[src/rtl/fetch_pkg.sv]
// Shared types and constants for the instruction-fetch sequencer.
// Pure declarations: no latency, no flow control.
package fetch_pkg;

   typedef enum logic [1:0] {
      WAIT  = 2'd0,
      HOLD  = 2'd1,
      FAULT = 2'd2
   } fetch_state_e;

   localparam int unsigned WORD_BYTES      = 4;
   localparam logic [31:0] PC_ALIGN_MASK   = 32'hFFFF_FFFC;
   localparam logic [31:0] FETCH_COUNT_MAX = 32'hFFFF_FFFF;
   localparam int unsigned CNT_W           = 4;

   // Word index of a byte address compared against the memory depth in words.
   function automatic logic pc_out_of_range(input logic [31:0] pc, input logic [31:0] depth_words);
      return ({2'b00, pc[31:2]} >= depth_words);
   endfunction

endpackage

[src/rtl/fetch_wait_timer.sv]
// Loadable down-counter timing the instruction-memory latency; done while cnt==1.
// Counts only when enabled; load has priority over counting; no handshake.
module fetch_wait_timer
   import fetch_pkg::*;
#(
   parameter int MEM_LAT = 2
) (
   input  logic clk,
   input  logic reset,
   input  logic load,
   input  logic en,
   output logic done
);

   logic [CNT_W-1:0] cnt_q;
   logic [CNT_W-1:0] cnt_d;

   always_comb begin
      cnt_d = cnt_q;
      if (load) begin
         cnt_d = CNT_W'(MEM_LAT);
      end else if (en) begin
         cnt_d = cnt_q - CNT_W'(1);
      end
   end

   always_ff @(posedge clk) begin
      if (reset) begin
         cnt_q <= CNT_W'(MEM_LAT);
      end else begin
         cnt_q <= cnt_d;
      end
   end

   assign done = (cnt_q == CNT_W'(1));

endmodule

[src/rtl/fetch_sequencer.sv]
// PC owner and fetch controller: instruction valid MEM_LAT edges after im_addr changes, held until if_ready.
// Redirects override everything but reset; optional FETCH_STATS_EN macro enables the saturating fetch_count.
module fetch_sequencer
   import fetch_pkg::*;
#(
   parameter logic [31:0] RESET_PC = 32'h0000_0000,
   parameter int          MEM_LAT  = 2,
   parameter int          IM_DEPTH = 256
) (
   input  logic        clk,
   input  logic        reset,
   output logic [31:0] im_addr,
   input  logic [31:0] im_data,
   output logic        if_valid,
   input  logic        if_ready,
   output logic [31:0] if_instr,
   output logic [31:0] if_pc,
   output logic [31:0] if_pc_plus4,
   input  logic        redirect_valid,
   input  logic [31:0] redirect_pc,
   output logic        fetch_fault,
   output logic [31:0] fetch_count
);

   fetch_state_e state_q, state_d;
   logic [31:0]  pc_q, pc_d;
   logic         if_valid_q, if_valid_d;
   logic [31:0]  if_instr_q, if_instr_d;
   logic [31:0]  if_pc_q, if_pc_d;
   logic [31:0]  if_pc_plus4_q, if_pc_plus4_d;
   logic         fetch_fault_q, fetch_fault_d;

   logic         load_pc;
   logic [31:0]  load_val;
   logic         timer_done;

   fetch_wait_timer #(
      .MEM_LAT (MEM_LAT)
   ) u_timer (
      .clk   (clk),
      .reset (reset),
      .load  (load_pc),
      .en    (state_q == WAIT),
      .done  (timer_done)
   );

   // Any new PC (increment or redirect) funnels through one range-checked load path.
   assign load_pc  = redirect_valid || ((state_q == HOLD) && if_ready);
   assign load_val = redirect_valid ? (redirect_pc & PC_ALIGN_MASK)
                                    : (pc_q + 32'(WORD_BYTES));

   always_comb begin
      state_d       = state_q;
      pc_d          = pc_q;
      if_valid_d    = if_valid_q;
      if_instr_d    = if_instr_q;
      if_pc_d       = if_pc_q;
      if_pc_plus4_d = if_pc_plus4_q;
      fetch_fault_d = fetch_fault_q;
      if (load_pc) begin
         pc_d       = load_val;
         if_valid_d = 1'b0;
         if (pc_out_of_range(load_val, 32'(IM_DEPTH))) begin
            state_d       = FAULT;
            fetch_fault_d = 1'b1;
         end else begin
            state_d       = WAIT;
            fetch_fault_d = 1'b0;
         end
      end else if ((state_q == WAIT) && timer_done) begin
         state_d       = HOLD;
         if_valid_d    = 1'b1;
         if_instr_d    = im_data;
         if_pc_d       = pc_q;
         if_pc_plus4_d = pc_q + 32'(WORD_BYTES);
      end
   end

   always_ff @(posedge clk) begin
      if (reset) begin
         state_q       <= WAIT;
         pc_q          <= RESET_PC;
         if_valid_q    <= 1'b0;
         if_instr_q    <= 32'd0;
         if_pc_q       <= 32'd0;
         if_pc_plus4_q <= 32'd0;
         fetch_fault_q <= 1'b0;
      end else begin
         state_q       <= state_d;
         pc_q          <= pc_d;
         if_valid_q    <= if_valid_d;
         if_instr_q    <= if_instr_d;
         if_pc_q       <= if_pc_d;
         if_pc_plus4_q <= if_pc_plus4_d;
         fetch_fault_q <= fetch_fault_d;
      end
   end

`ifdef FETCH_STATS_EN
   logic        transfer;
   logic [31:0] fetch_count_q, fetch_count_d;

   assign transfer = if_valid_q && if_ready && !redirect_valid;

   always_comb begin
      fetch_count_d = fetch_count_q;
      if (transfer && (fetch_count_q != FETCH_COUNT_MAX)) begin
         fetch_count_d = fetch_count_q + 32'd1;
      end
   end

   always_ff @(posedge clk) begin
      if (reset) begin
         fetch_count_q <= 32'd0;
      end else begin
         fetch_count_q <= fetch_count_d;
      end
   end

   assign fetch_count = fetch_count_q;
`else
   assign fetch_count = 32'd0;
`endif

   assign im_addr     = pc_q;
   assign if_valid    = if_valid_q;
   assign if_instr    = if_instr_q;
   assign if_pc       = if_pc_q;
   assign if_pc_plus4 = if_pc_plus4_q;
   assign fetch_fault = fetch_fault_q;

endmodule

[config.mk]
export PLATFORM = sky130hd
export DESIGN_NAME = fetch_sequencer
export DESIGN_NICKNAME = d
export VERILOG_FILES = /design/src/rtl/fetch_pkg.sv /design/src/rtl/fetch_wait_timer.sv /design/src/rtl/fetch_sequencer.sv
export SDC_FILE = /design/constraint.sdc
export NUM_CORES = 1
export LEC_CHECK = 0
export ABC_AREA = 1
export CORE_MARGIN = 1
export CORE_UTILIZATION = 45
export CTS_CLUSTER_DIAMETER = 40
export DETAILED_ROUTE_END_ITERATION = 12
export PLACE_DENSITY = 0.79
export SLEW_MARGIN = 25
export SYNTH_ARGS = -nofsm -noshare
export SYNTH_HDL_FRONTEND = slang
export SYNTH_SLANG_ARGS = --single-unit
[constraint.sdc]
create_clock -name clk -period 2.3 [get_ports clk]
set_input_delay 0.46 -clock clk [delete_from_list [all_inputs] [get_ports clk]]
set_output_delay 0.46 -clock clk [all_outputs]
set_load 0.01 [all_outputs]
==> flow_summary.html <==
<table>
<tr><th>Metric</th><th>Value</th></tr>
<tr><th colspan="2">Setup path</th></tr>
<tr><td>Required time of the critical path</td><td>about 2.6 ns</td></tr>
<tr><td>Worst setup path startpoint</td><td>im_addr[2]$_SDFFE_PP0N_</td></tr>
<tr><td>Critical Path Fanout Max</td><td>8</td></tr>
<tr><td>Data arrival time of the critical path</td><td>2.49 ns</td></tr>
<tr><td>Startpoint class of the critical path</td><td>flip-flop</td></tr>
<tr><td>Element type at the critical path end</td><td>flip-flop</td></tr>
<tr><td>Worst Path Class, Setup</td><td>reg -&gt; reg</td></tr>
<tr><td>Source of the worst register-to-register timing path</td><td>im_addr[2]$_SDFFE_PP0N_</td></tr>
<tr><th colspan="2">Final layout</th></tr>
<tr><td>Total area of multi-input combinational cells</td><td>3040 um^2</td></tr>
<tr><td>Share of layout cells above drive strength 1</td><td>9.74%</td></tr>
<tr><td>Syn-to-layout area delta</td><td>43.8%</td></tr>
<tr><td>Seq. cell area</td><td>2600 um^2</td></tr>
<tr><td>Filler instances</td><td>1,157</td></tr>
<tr><td>Leading cell type in the layout, fill and taps excluded</td><td>sky130_fd_sc_hd__clkdlybuf4s50_1</td></tr>
<tr><td>Final cell utilization of the core</td><td>66.9%</td></tr>
<tr><td>Most used cells in the layout excluding fill and tap cells</td><td>sky130_fd_sc_hd__clkdlybuf4s50_1, sky130_fd_sc_hd__nand2_1, sky130_fd_sc_hd__nor2_1</td></tr>
<tr><td>Number of nets in the layout</td><td>1,137</td></tr>
<tr><td>Number of non-filler instances in the completed layout</td><td>1,254</td></tr>
<tr><td>Antenna cell count</td><td>0</td></tr>
<tr><th colspan="2">Drt</th></tr>
<tr><td>Drt first pass iters</td><td>7</td></tr>
<tr><td>M1 wire length</td><td>around 7500 um</td></tr>
<tr><td>Routed Wire Length</td><td>18,600 um</td></tr>
<tr><td>Post-DR vias/cell</td><td>5.12</td></tr>
<tr><td>Number of DRC markers after the initial detailed-route iteration</td><td>between 400 and 500</td></tr>
<tr><td>Highest routing layer actually used</td><td>met4</td></tr>
<tr><td>Detail Route Antenna Nets</td><td>0</td></tr>
<tr><td>Met2 wirelength from detailed routing</td><td>8610 um</td></tr>
<tr><td>Vias</td><td>roughly 6,400</td></tr>
<tr><td>DR DRC count</td><td>0</td></tr>
<tr><td>Total length of routed met3 wires</td><td>2030 um</td></tr>
<tr><td>Detailed-route wire length per cell</td><td>14.9 um</td></tr>
<tr><th colspan="2">Die</th></tr>
<tr><td>Placeable core region</td><td>roughly 13,000 um^2</td></tr>
<tr><td>Io pins</td><td>between 200 and 250</td></tr>
<tr><td>Effective utilization at floorplan</td><td>46.5%</td></tr>
<tr><td>Die outline area</td><td>14,300 um^2</td></tr>
<tr><td>Row count</td><td>42</td></tr>
<tr><td>Die height</td><td>119 um</td></tr>
<tr><td>Horiz. Die Dim</td><td>119 um</td></tr>
<tr><th colspan="2">Yosys</th></tr>
<tr><td>Ranking of synthesized cells by area</td><td>sky130_fd_sc_hd__dfxtp_1, sky130_fd_sc_hd__nand2_1, sky130_fd_sc_hd__nor2_1</td></tr>
<tr><td>Share of async-settable or async-resettable flops after synthesis</td><td>0%</td></tr>
<tr><td>Netlist cell types</td><td>37</td></tr>
<tr><td>Share of the synthesized area in the top cell type</td><td>a little over two fifths</td></tr>
<tr><td>Cell type contributing the most total cell area after synthesis</td><td>sky130_fd_sc_hd__dfxtp_1</td></tr>
<tr><td>Mapped Area</td><td>~6200 um^2</td></tr>
<tr><td>Cell count after synthesis</td><td>874</td></tr>
<tr><td>Sequential fraction of the synthesis area</td><td>41.9%</td></tr>
<tr><td>Mean area per synthesized cell</td><td>7.10 um^2</td></tr>
<tr><td>Flip-flop and latch count after synthesis</td><td>130</td></tr>
<tr><td>Synth Flop Type</td><td>sky130_fd_sc_hd__dfxtp_1</td></tr>
<tr><td>Yosys synthesis warning count</td><td>0</td></tr>
<tr><td>Post-synth EDFFs</td><td>0</td></tr>
<tr><th colspan="2">Global routing</th></tr>
<tr><td>GRT overflow</td><td>0</td></tr>
<tr><td>Maximum number of pins on one net before global-route repair</td><td>65</td></tr>
<tr><td>Gr usage total</td><td>26.6%</td></tr>
<tr><td>Wire length of the first global-routing pass</td><td>between 20,000 and 30,000 um</td></tr>
<tr><td>Initial antenna violation count</td><td>0</td></tr>
<tr><td>Number of global-route vias before repair</td><td>5,991</td></tr>
<tr><th colspan="2">STA</th></tr>
<tr><td>Number of pins with negative max-slew slack in the final report</td><td>0</td></tr>
<tr><td>Highest clock rate</td><td>0.460 GHz</td></tr>
<tr><td>Count of endpoints failing setup in the final report</td><td>0</td></tr>
<tr><td>Final hold slack</td><td>0.454 ns</td></tr>
<tr><td>Final Hold Violating Endpoints</td><td>0</td></tr>
<tr><td>Minimum clock period</td><td>2.17 ns</td></tr>
<tr><td>Largest clock skew in the final design</td><td>0.00794 ns</td></tr>
<tr><td>RSZ-0062 raised after global routing</td><td>no</td></tr>
<tr><td>Ratio of final minimum period to clock period</td><td>between 90% and 100%</td></tr>
<tr><th colspan="2">Placed design</th></tr>
<tr><td>Port-buffer cells</td><td>189</td></tr>
<tr><td>Number of placed instances with taps included</td><td>~1,200</td></tr>
<tr><td>Estimated wirelength of the detail-placed design</td><td>between 10,000 and 15,000 um</td></tr>
<tr><td>Global placer's final weighted congestion</td><td>just under 0.9</td></tr>
<tr><th colspan="2">Clock tree</th></tr>
<tr><td>Clk Latency, worst-skew pair</td><td>0.42 ns</td></tr>
<tr><td>CTS tree</td><td>done</td></tr>
<tr><td>Clock-pin transition on the worst setup and hold timing paths</td><td>0.06 ns</td></tr>
<tr><td>Num CTS Buffers</td><td>17</td></tr>
<tr><td>Post-cts hold buffer count</td><td>0</td></tr>
<tr><td>Clk root buf</td><td>sky130_fd_sc_hd__clkbuf_16</td></tr>
<tr><td>CTS H-tree lvls</td><td>4</td></tr>
<tr><td>Clock net sink count</td><td>130</td></tr>
<tr><td>Buffer depth of the longest clock path</td><td>2</td></tr>
<tr><th colspan="2">Hold path</th></tr>
<tr><td>Hold path startpoint</td><td>fetch_fault$_SDFFE_PP0N_</td></tr>
<tr><td>Worst hold path class</td><td>reg -&gt; reg</td></tr>
<tr><th colspan="2">Power and ir drop</th></tr>
<tr><td>Total power draw</td><td>roughly 5.9 mW</td></tr>
<tr><td>P per Cell Area</td><td>between 600 and 700 nW/um^2</td></tr>
<tr><td>Static Leak</td><td>3.80 nW</td></tr>
<tr><td>Worst supply voltage drop on vdd</td><td>0.426 mV</td></tr>
<tr><th colspan="2">Run status</th></tr>
<tr><td>Outcome</td><td>finished clean</td></tr>
<tr><th colspan="2">Run</th></tr>
<tr><td>Maxcap violations</td><td>0</td></tr>
</table>
==> cells by family after synthesis <==
family / Yosys count / synth area share, %
compound gates: 191 / 16.9
xor+xnor: 3 / 0.423
fa+ha+maj: 3 / 0.605
buf+inv: 151 / 11.8
flops: 130 / 41.9
other cells: 1 / 0.0604
simple gates: 395 / 28.3
==> metrics by stage <==
step / setup slack (ns) / area [um^2] / setup TNS, ns
after global placement: -0.0553 / 8270 / -0.106
after floorplan: 0.432 / 6350 / 0
after detailed placement: -0.0720 / 8270 / -0.157
final: 0.128 / 8930 / 0
after global routing: 0.00321 / 8930 / 0
after CTS: 0.169 / 8910 / 0
==> worst paths after layout <==
kind	endpoint	slack (ns)	cells past startpoint
min	fetch_fault$_SDFFE_PP0N_	0.45	2
min reg2reg	fetch_fault$_SDFFE_PP0N_	0.45	2
max reg2reg	fetch_fault$_SDFFE_PP0N_	0.13	14
max	fetch_fault$_SDFFE_PP0N_	0.13	14
==> power by group <==
group          switching (mW)  internal [mW]
Clock                    1.00           1.92
Sequential             0.0702           2.31
Combinational           0.326          0.307
==> synthesized netlist by cell type, types with 8 or more instances <==
master	instances
sky130_fd_sc_hd__o21ai_0	100
sky130_fd_sc_hd__nand2_1	152
sky130_fd_sc_hd__clkbuf_1	25
sky130_fd_sc_hd__inv_1	69
sky130_fd_sc_hd__buf_2	13
sky130_fd_sc_hd__buf_4	39
sky130_fd_sc_hd__nor2_1	136
sky130_fd_sc_hd__o211ai_1	16
sky130_fd_sc_hd__or2_2	15
sky130_fd_sc_hd__a21oi_1	45
sky130_fd_sc_hd__nand3_1	58
sky130_fd_sc_hd__a31oi_1	8
sky130_fd_sc_hd__dfxtp_1	130
==> area by class of cell <==
cell class	count	share of cell area (%)
inverters	72	3.03
clock buffers	22	5.42
clock inverters	9	1.71
multi-input cells	630	34.0
well taps	176	2.47
repair buffers	215	24.2
flip-flops and latches	130	29.1
==> sequential cells by signal (all words and copies together) (netlist names) <==
| register | flops |
|---|---|
| if_instr | 32 |
| if_pc | 30 |
| if_pc_plus4 | 30 |
| im_addr | 30 |
| u_timer.cnt_q | 4 |
| state_q | 2 |
| fetch_fault | 1 |
| if_valid | 1 |
==> critical path, stage by stage (launching register included) <==
cell	delay, ns
sky130_fd_sc_hd__dfxtp_1	0.38
sky130_fd_sc_hd__buf_4	0.15
sky130_fd_sc_hd__inv_1	0.11
sky130_fd_sc_hd__nor2_8	0.22
sky130_fd_sc_hd__nand3_2	0.20
sky130_fd_sc_hd__o21ai_1	0.21
sky130_fd_sc_hd__nand3_1	0.09
sky130_fd_sc_hd__nand2_1	0.10
sky130_fd_sc_hd__nand2_1	0.06
sky130_fd_sc_hd__nor2_1	0.14
sky130_fd_sc_hd__nand2_1	0.07
sky130_fd_sc_hd__nor2_1	0.09
sky130_fd_sc_hd__nand2_1	0.09
sky130_fd_sc_hd__nand2_1	0.09
sky130_fd_sc_hd__nand2_1	0.06
==> layer usage <==
| layer | GRT usage [%] | vias up |
|---|---|---|
| li1 | - | 3157 |
| met1 | 32.2 | 2905 |
| met2 | 41.7 | 317 |
| met3 | 9.91 | 38 |
| met4 | 12.1 | 0 |
| met5 | 0 | - |
==> what timing repair did <==
action | in CTS | in global routing
gates resized for setup | 0 | 5
setup endpoints to repair | 0 | 2
buffers inserted | 0 | 0
No activity file was read; power rests on OpenSTA's default activity.
